[src/rtl/dcache_wb_axi.sv]
// dcache_wb_axi: write-back buffer plus AXI write master for the data cache.
// Evicted dirty lines are queued in a DEPTH-entry FIFO. Each entry is drained
// as one INCR burst of LINE_WORDS 32-bit beats. An entry is popped only after
// its B response, so a refill probe (q_addr/q_hit) still sees the line while
// its burst is in flight.
// Ports:
//   clk, rst                     clock, async active-high reset
//   wb_req/wb_addr/wb_data       line push from dcache; wb_ready = FIFO not full
//   q_addr/q_hit                 combinational line-address probe of valid entries
//   wb_empty                     nothing queued and master idle
//   wb_err                       sticky, set by any non-OKAY B response
//   aw*/w*/b*                    AXI write address / data / response channels
module dcache_wb_axi #(
  parameter int         LINE_WORDS = 8,
  parameter int         DEPTH      = 2,
  parameter logic [3:0] AXI_ID     = 4'd1
) (
  input  logic                     clk,
  input  logic                     rst,
  input  logic                     wb_req,
  input  logic [31:0]              wb_addr,
  input  logic [LINE_WORDS*32-1:0] wb_data,
  output logic                     wb_ready,
  input  logic [31:0]              q_addr,
  output logic                     q_hit,
  output logic                     wb_empty,
  output logic                     wb_err,
  output logic [3:0]               awid,
  output logic [31:0]              awaddr,
  output logic [7:0]               awlen,
  output logic [2:0]               awsize,
  output logic [1:0]               awburst,
  output logic [1:0]               awlock,
  output logic [3:0]               awcache,
  output logic [2:0]               awprot,
  output logic                     awvalid,
  input  logic                     awready,
  output logic [3:0]               wid,
  output logic [31:0]              wdata,
  output logic [3:0]               wstrb,
  output logic                     wlast,
  output logic                     wvalid,
  input  logic                     wready,
  input  logic [3:0]               bid,
  input  logic [1:0]               bresp,
  input  logic                     bvalid,
  output logic                     bready
);
  localparam int OFF_W  = $clog2(LINE_WORDS*4);
  localparam int PTR_W  = (DEPTH > 1) ? $clog2(DEPTH) : 1;
  localparam int CNT_W  = $clog2(DEPTH+1);
  localparam int BEAT_W = $clog2(LINE_WORDS);
  localparam int LINE_W = LINE_WORDS*32;

  typedef enum logic [1:0] {S_IDLE, S_AW, S_W, S_B} state_t;

  state_t            state;
  logic [31:0]       addr_mem [DEPTH];
  logic [LINE_W-1:0] data_mem [DEPTH];
  logic [DEPTH-1:0]  vld;
  logic [PTR_W-1:0]  head, tail;
  logic [CNT_W-1:0]  count;
  logic [BEAT_W-1:0] beat;
  logic [LINE_W-1:0] head_line;
  logic              push, pop;
  logic              unused_bits;

  function automatic logic [PTR_W-1:0] ptr_inc(input logic [PTR_W-1:0] p);
    return (p == PTR_W'(DEPTH-1)) ? '0 : p + 1'b1;
  endfunction

  assign wb_ready = (count != CNT_W'(DEPTH));
  assign push     = wb_req & wb_ready;
  assign pop      = (state == S_B) & bvalid;
  assign wb_empty = (count == '0) && (state == S_IDLE);

  // Offset bits are dropped on entry so the stored address is the bus address.
  always_ff @(posedge clk) begin
    if (push) begin
      addr_mem[tail] <= {wb_addr[31:OFF_W], {OFF_W{1'b0}}};
      data_mem[tail] <= wb_data;
    end
  end

  // Handshake decodes come only from registered state/beat, never from
  // the slave's ready/valid inputs.
  assign awvalid   = (state == S_AW);
  assign wvalid    = (state == S_W);
  assign bready    = (state == S_B);
  assign wlast     = wvalid && (beat == BEAT_W'(LINE_WORDS-1));
  assign head_line = data_mem[head];
  assign awaddr    = addr_mem[head];
  assign wdata     = head_line[32*beat +: 32];

  assign awid    = AXI_ID;
  assign wid     = AXI_ID;
  assign awlen   = 8'(LINE_WORDS-1);
  assign awsize  = 3'b010;
  assign awburst = 2'b01;
  assign awlock  = 2'b00;
  assign awcache = 4'h0;
  assign awprot  = 3'b000;
  assign wstrb   = 4'hf;

  // A push and a pop never target the same slot: a pop needs count>0 and a
  // push needs count<DEPTH, so head != tail whenever both happen.
  always_ff @(posedge clk or posedge rst) begin
    if (rst) begin
      state  <= S_IDLE;
      vld    <= '0;
      head   <= '0;
      tail   <= '0;
      count  <= '0;
      beat   <= '0;
      wb_err <= 1'b0;
    end else begin
      if (push) begin
        vld[tail] <= 1'b1;
        tail      <= ptr_inc(tail);
      end
      if (pop) begin
        vld[head] <= 1'b0;
        head      <= ptr_inc(head);
      end
      if (push && !pop)      count <= count + 1'b1;
      else if (pop && !push) count <= count - 1'b1;
      case (state)
        S_IDLE: if (count != '0) state <= S_AW;
        S_AW:   if (awready) state <= S_W;
        S_W: if (wready) begin
          if (wlast) begin
            beat  <= '0;
            state <= S_B;
          end else begin
            beat <= beat + 1'b1;
          end
        end
        S_B: if (bvalid) begin
          state <= S_IDLE;
          if (bresp != 2'b00) wb_err <= 1'b1;
        end
        default: state <= S_IDLE;
      endcase
    end
  end

  always_comb begin
    q_hit = 1'b0;
    for (int i = 0; i < DEPTH; i++)
      if (vld[i] && (addr_mem[i][31:OFF_W] == q_addr[31:OFF_W])) q_hit = 1'b1;
  end

  assign unused_bits = ^{bid, wb_addr[OFF_W-1:0], q_addr[OFF_W-1:0]};
endmodule

[config.mk]
export PLATFORM = sky130hd
export DESIGN_NAME = dcache_wb_axi
export DESIGN_NICKNAME = d
export VERILOG_FILES = /design/src/rtl/dcache_wb_axi.sv
export SDC_FILE = /design/constraint.sdc
export NUM_CORES = 1
export LEC_CHECK = 0
export ABC_AREA = 1
export BUFFER_PORTS_ARGS = -buffer_cell sky130_fd_sc_hd__buf_2
export CAP_MARGIN = 20
export CORE_UTILIZATION = 30
export CTS_BUF_LIST = sky130_fd_sc_hd__clkbuf_2 sky130_fd_sc_hd__clkbuf_4 sky130_fd_sc_hd__clkbuf_8
export DETAILED_ROUTE_END_ITERATION = 7
export PLACE_DENSITY = 0.57
export SETUP_SLACK_MARGIN = 0.05
export SYNTH_ARGS = -nofsm -noshare
export SYNTH_HDL_FRONTEND = slang
export SYNTH_SLANG_ARGS = --single-unit
export TNS_END_PERCENT = 1
[constraint.sdc]
create_clock -name clk -period 22.6 [get_ports clk]
set_input_delay 2.26 -clock clk [delete_from_list [all_inputs] [get_ports clk]]
set_output_delay 2.26 -clock clk [all_outputs]
set_load 0.02 [all_outputs]
### Word-level counts from Yosys, hierarchy flattened

Memory sizes are Yosys's and may differ from the RTL's.
Index checks and enable logic that the tools add are counted.

* bits in registers: 12
* bits in latches: 0
* RAM bits: 566
* memory bits (read-only): 0
* input port bits: 332
* memories: 2

Memory list
* data_mem: words 2, bits a word 256, rd ports 1, clocked after memory_dff 0, write ports 1, RTL line 59 `logic [LINE_W-1:0] data_mem [DEPTH];`
* addr_mem: words 2, bits a word 27, rd ports 3, clocked after memory_dff 0, write ports 1, RTL line 58 `logic [31:0] addr_mem [DEPTH];`

* add/subtract/negate cells: 5
* $mul: 0
* div/mod/pow operators: 0
* $lt $le $gt $ge: 4
* equality and inequality tests: 12
* shifts and indexed selects: 1
* muxes and demuxes: 21
* bitwise gates (word level): 5
* reductions and logical operators: 18

Operator list (count)
* 256-bit by 9-bit indexed part select with 32-bit output: 1
* 27-bit equality test: 2
* 2-bit two-way mux: 9
* 1-bit logical AND: 8
* 1-bit two-way mux: 8
* 2-bit case mux with 4 select lines: 1
* 2-bit by 1-bit != test with 1-bit output (second input constant): 3
* 2-bit != test (second input constant): 3
* 2-bit nonzero test: 3
* 5-bit AND reduction: 1
* 2-bit equality test (second input constant): 2
* 2-bit zero test: 2
* 1-bit by 2-bit less-than comparator with 1-bit output (second input constant): 2
* 3-bit by 1-bit adder with 3-bit output (second input constant): 1
* 3-bit equality test (second input constant): 1
* 3-bit two-way mux: 1
* 3-bit AND reduction: 1
* 1-bit adder (second input constant): 2
* 2-bit by 1-bit adder with 2-bit output (second input constant): 1
* 1-bit bitwise AND: 2
* 2-bit bitwise AND: 1
* 1-bit demux with 1-bit select: 2
* 2-bit by 1-bit equality test with 1-bit output (second input constant): 1
* 1-bit >= comparator (second input constant): 2
* other kinds (5): 6

### Longest topological paths before layout

* depth in word-level cells: 8
* depth in mapped cells: 10

### Worst setup path after synthesis

No wires, ideal clock.

* path kind: input to register
* start: input port wb_req
* end: memory addr_mem[1][0] (netlist bit) (enable)
* arrival time: 14.127 ns
* required time: 21.664 ns
* setup slack: 7.538 ns
* stages: 2
* buffers on the path: 0
* cells stage by stage: nand2_1 nor2_1

* word-level cells in the longest chain between the ends: 3

RTL lines
* start, declared: RTL line 20 `input logic wb_req,`
* 1-bit bitwise AND: RTL line 73 `assign push = wb_req & wb_ready;`
* 1-bit two-way mux: RTL line 79 `if (push) begin`
* 1-bit two-way mux (not written as such): RTL line 80 `addr_mem[tail] <= {wb_addr[31:OFF_W], {OFF_W{1'b0}}};`
* end, declared: RTL line 58

No other way between the ends.

### Worst setup path in the final report

* start: register head
* end: output port wdata[15]

* word-level cells in the longest chain between the ends: 2

RTL lines
* start, declared: RTL line 61 `logic [PTR_W-1:0] head, tail;`
* start signal, assigned: RTL line 123 `head <= ptr_inc(head);`
* memory read 2 x 256 bit
* 256-bit by 9-bit indexed part select with 32-bit output: RTL line 93 `assign wdata = head_line[32*beat +: 32];`
* end, declared: RTL line 39 `output logic [31:0] wdata,`

No other way between the ends.

==> results.yml <==
outcome:
  status: "finished clean"
drt:
  drc_errors: 0
  firstDrtPassIters: 5
  wl_per_cell_um: 20.0
  vias: 16162
  drtIter0Drc: 1044
  route.antenna.remaining_nets: 0
  vias_per_cell: 4.65
  totalWireLength_mm: 69.6
cells_and_area:
  area.growth.synth_to_final_pct: 20.0
  design_area_um2: 28600
  final_util: 0.367
  drive_gt1_frac: 0.234
  fin_nets: 2674
  fillers: 7648
floorplan:
  rows: 102
  die_width_um: 284
  core-area_um2: 78000
  io_pins: 438
  die_y_um: 284
  initial_core_util: 0.305
  die_area_um2: 80500
sta:
  setup_tns_ps: 0
  setup_viol: 0
  final_hold_viol_count: 0
  timing.final.crit_share: 0.305
  tightest_slew_ps: 1210
  final-max-slew-violation-count: 0
  layout_setup_ws_ps: 15710
  rsz0062_at_grt: "false"
  min_period_ps: 6890
  fin_skew_ps: 39.9
  clock.fmax_mhz: 145
  relSlewSlack: 0.193
cts:
  cts.path.max_buffers: 3
  root_buffer: "clkbuf_8"
  cts_setup_buffers: 0
  htree_levels: 3
  cts_buffers: 101
  ctsHoldBuffers: 0
  clock-sinks: 578
  clk_pin_slew_ps: 60
  ctsResizeCount: 0
  clock_latency_ps: 690
  cts_tree: "done"
logic_synthesis:
  yosys_warnings: 0
  synth_cell_types: 24
  yosysTopAreaCell: "edfxtp_1"
  synth_top_flop_cell: "edfxtp_1"
  ys_seq_area_frac: 0.726
  synth_cells: 1944
  synth_area_leaders: "edfxtp_1 (71%), nor2_1 (6.5%), o21ai_0 (4.6%)"
  syn_area_um2: 23800
  syn_area_per_cell_um2: 12.2
  yosys.area.top_type_share: 0.714
  postSynthRegisterBits: 578
  synthArstFlopShare: 0.0208
  synth-edff-count: 566
critical_path:
  r2r_cells: 6
  r2r_slack_ps: 19570
  critical_path_class: "register to output port"
  cp.depth: 7
  cp-start-kind: "register"
  crit_chain: "buf_4 -> buf_4 -> o21ai_0 -> o211ai_1 -> nand3_1 -> nand2_1 -> buf_2"
  cp_data_arrival_time_ps: 4630
  path_common_cell: "buf_4"
  critPathTopFamily: "buffers and inverters"
  cp-end-kind: "output port"
  cp_slowest_cell: "buf_4"
  worstPathRequired_ps: 20340
  worst-path-max-fanout: 95
  worst_path_largest_cell_delay_ps: 870
  critical_path_buf_inv_count: 3
grt:
  first_global_vias: 16281
  grt_usage: 0.170
  grt_pass1_wl_mm: 102
  antenna_found_initial: 36
  grt_max_degree: 180
  grt_overflow: 0
run:
  maxCapViolations: 0
placed_design:
  hpwlAfterDp_mm: 45.0
  dpl-instance-area_um2: 26600
  place_congestion: 0.908
  io_buffers: 384
  place_ws_ps: 16240
power_and_ir_drop:
  cellPowerDensity_nw_per_um2: 134
  leakage_nw: 10.6
  p_total_mw: 3.84
  peakVddDrop_v: 0.0000724
worst_hold_path:
  hold_depth: 1
  worstHoldPathType: "register to register"
-- worst paths after layout --
kind	startpoint	to
worst min-delay path	wb_err	wb_err
max in group asynchronous	rst	beat[1]
min in group asynchronous	rst	wb_err
worst max register to register	count[0]	data_mem[1][128]
worst min register to register	wb_err	wb_err
worst max-delay path	head	wdata[15]
-- sequential cells by signal, summed over array words and instances (netlist names) --
register,cells
addr_mem,54
beat,3
tail,1
vld,2
head,1
data_mem,512
wb_err,1
state,2
count,2
-- metrics by stage --
stage	hold slack (ps)	instances
2_1_floorplan	467	1981
3_3_place_gp	456	3271
3_5_place_dp	489	3271
4_1_cts	503	3460
5_1_grt	515	3471
6_report	495	3477
-- kinds of logic (layout without fill, tap and decap cells) --
| group | count (synthesis) | in the layout | synth area share |
|---|---|---|---|
| and+or+nand+nor | 679 | 679 | 0.111 |
| AOI/OAI and AO/OA | 415 | 415 | 0.101 |
| adders and majority gates | 8 | 8 | 0.00420 |
| DFF | 578 | 578 | 0.726 |
| buffers and inverters | 235 | 674 | 0.0469 |
| xor gates and xnor gates | 27 | 27 | 0.00993 |
| other | 2 | 56 | 0.000315 |
-- placed cells by master (no fill, tap or decap), types with 2 or more instances in the layout --
master,Yosys,layout
buf_12,0,3
nor2_1,413,411
clkinv_2,0,11
nor2_4,0,2
buf_4,47,14
clkbuf_4,0,32
nand4_1,4,4
dfrtp_1,12,8
clkinv_8,0,3
a2bb2oi_1,2,2
o21ai_0,217,217
a21oi_1,2,2
diode_2,0,17
ha_1,8,8
nand3_1,67,67
dfrtp_4,0,3
clkbuf_8,0,104
o211ai_1,128,128
clkinv_1,0,33
nand2_1,195,195
buf_2,33,384
inv_1,83,81
conb_1,2,39
xor2_1,2,2
edfxtp_1,566,566
clkinvlp_4,0,5
xnor2_1,25,25
o21ai_1,64,64
-- where the power goes --
group,switching [mW],internal (mW)
clock,0.428,0.493
combinational,1.01,0.360
sequential,0.0830,1.47
total,1.52,2.32
-- worst register-to-register path, stage by stage (launching register included) --
cell,delay [ps]
dfrtp_1,380
inv_1,80
nand2_1,90
nand2_1,150
nor2_4,140
buf_12,650
buf_4,1100
-- layout make-up --
| cell class | instances | area, µm² | share of cell area |
|---|---|---|---|
| antenna | 17 | 42.5 | 0.00149 |
| clock buffer | 136 | 1670 | 0.0585 |
| clock inverter | 53 | 288 | 0.0101 |
| inverter | 84 | 330 | 0.0116 |
| multi-input combinational | 1168 | 5550 | 0.194 |
| sequential | 578 | 17300 | 0.606 |
| tap | 1040 | 1300 | 0.0455 |
| timing repair buffer | 401 | 2090 | 0.0730 |
-- cell usage after synthesis, drive strengths merged, types with 2 or more instances --
| cell | count |
|---|---|
| edfxtp | 566 |
| nor2 | 413 |
| o21ai | 281 |
| nand2 | 195 |
| o211ai | 128 |
| buf | 97 |
| inv | 84 |
| nand3 | 67 |
| clkbuf | 54 |
| xnor2 | 25 |
| dfrtp | 12 |
| ha | 8 |
| nand4 | 4 |
| a21oi | 2 |
| a2bb2oi | 2 |
| conb | 2 |
| xor2 | 2 |
-- per-layer routing --
| layer | track usage | vias to the layer above | routed length [µm] |
|---|---|---|---|
| met2 | 0.286 | 540 | 33900 |
| met3 | 0.0568 | 132 | 5570 |
| li1 | - | 7663 | - |
| met5 | 0 | - | 229 |
| met4 | 0.0472 | 36 | 1360 |
| met1 | 0.207 | 7791 | 28600 |
(Power assumes the default switching activity.)
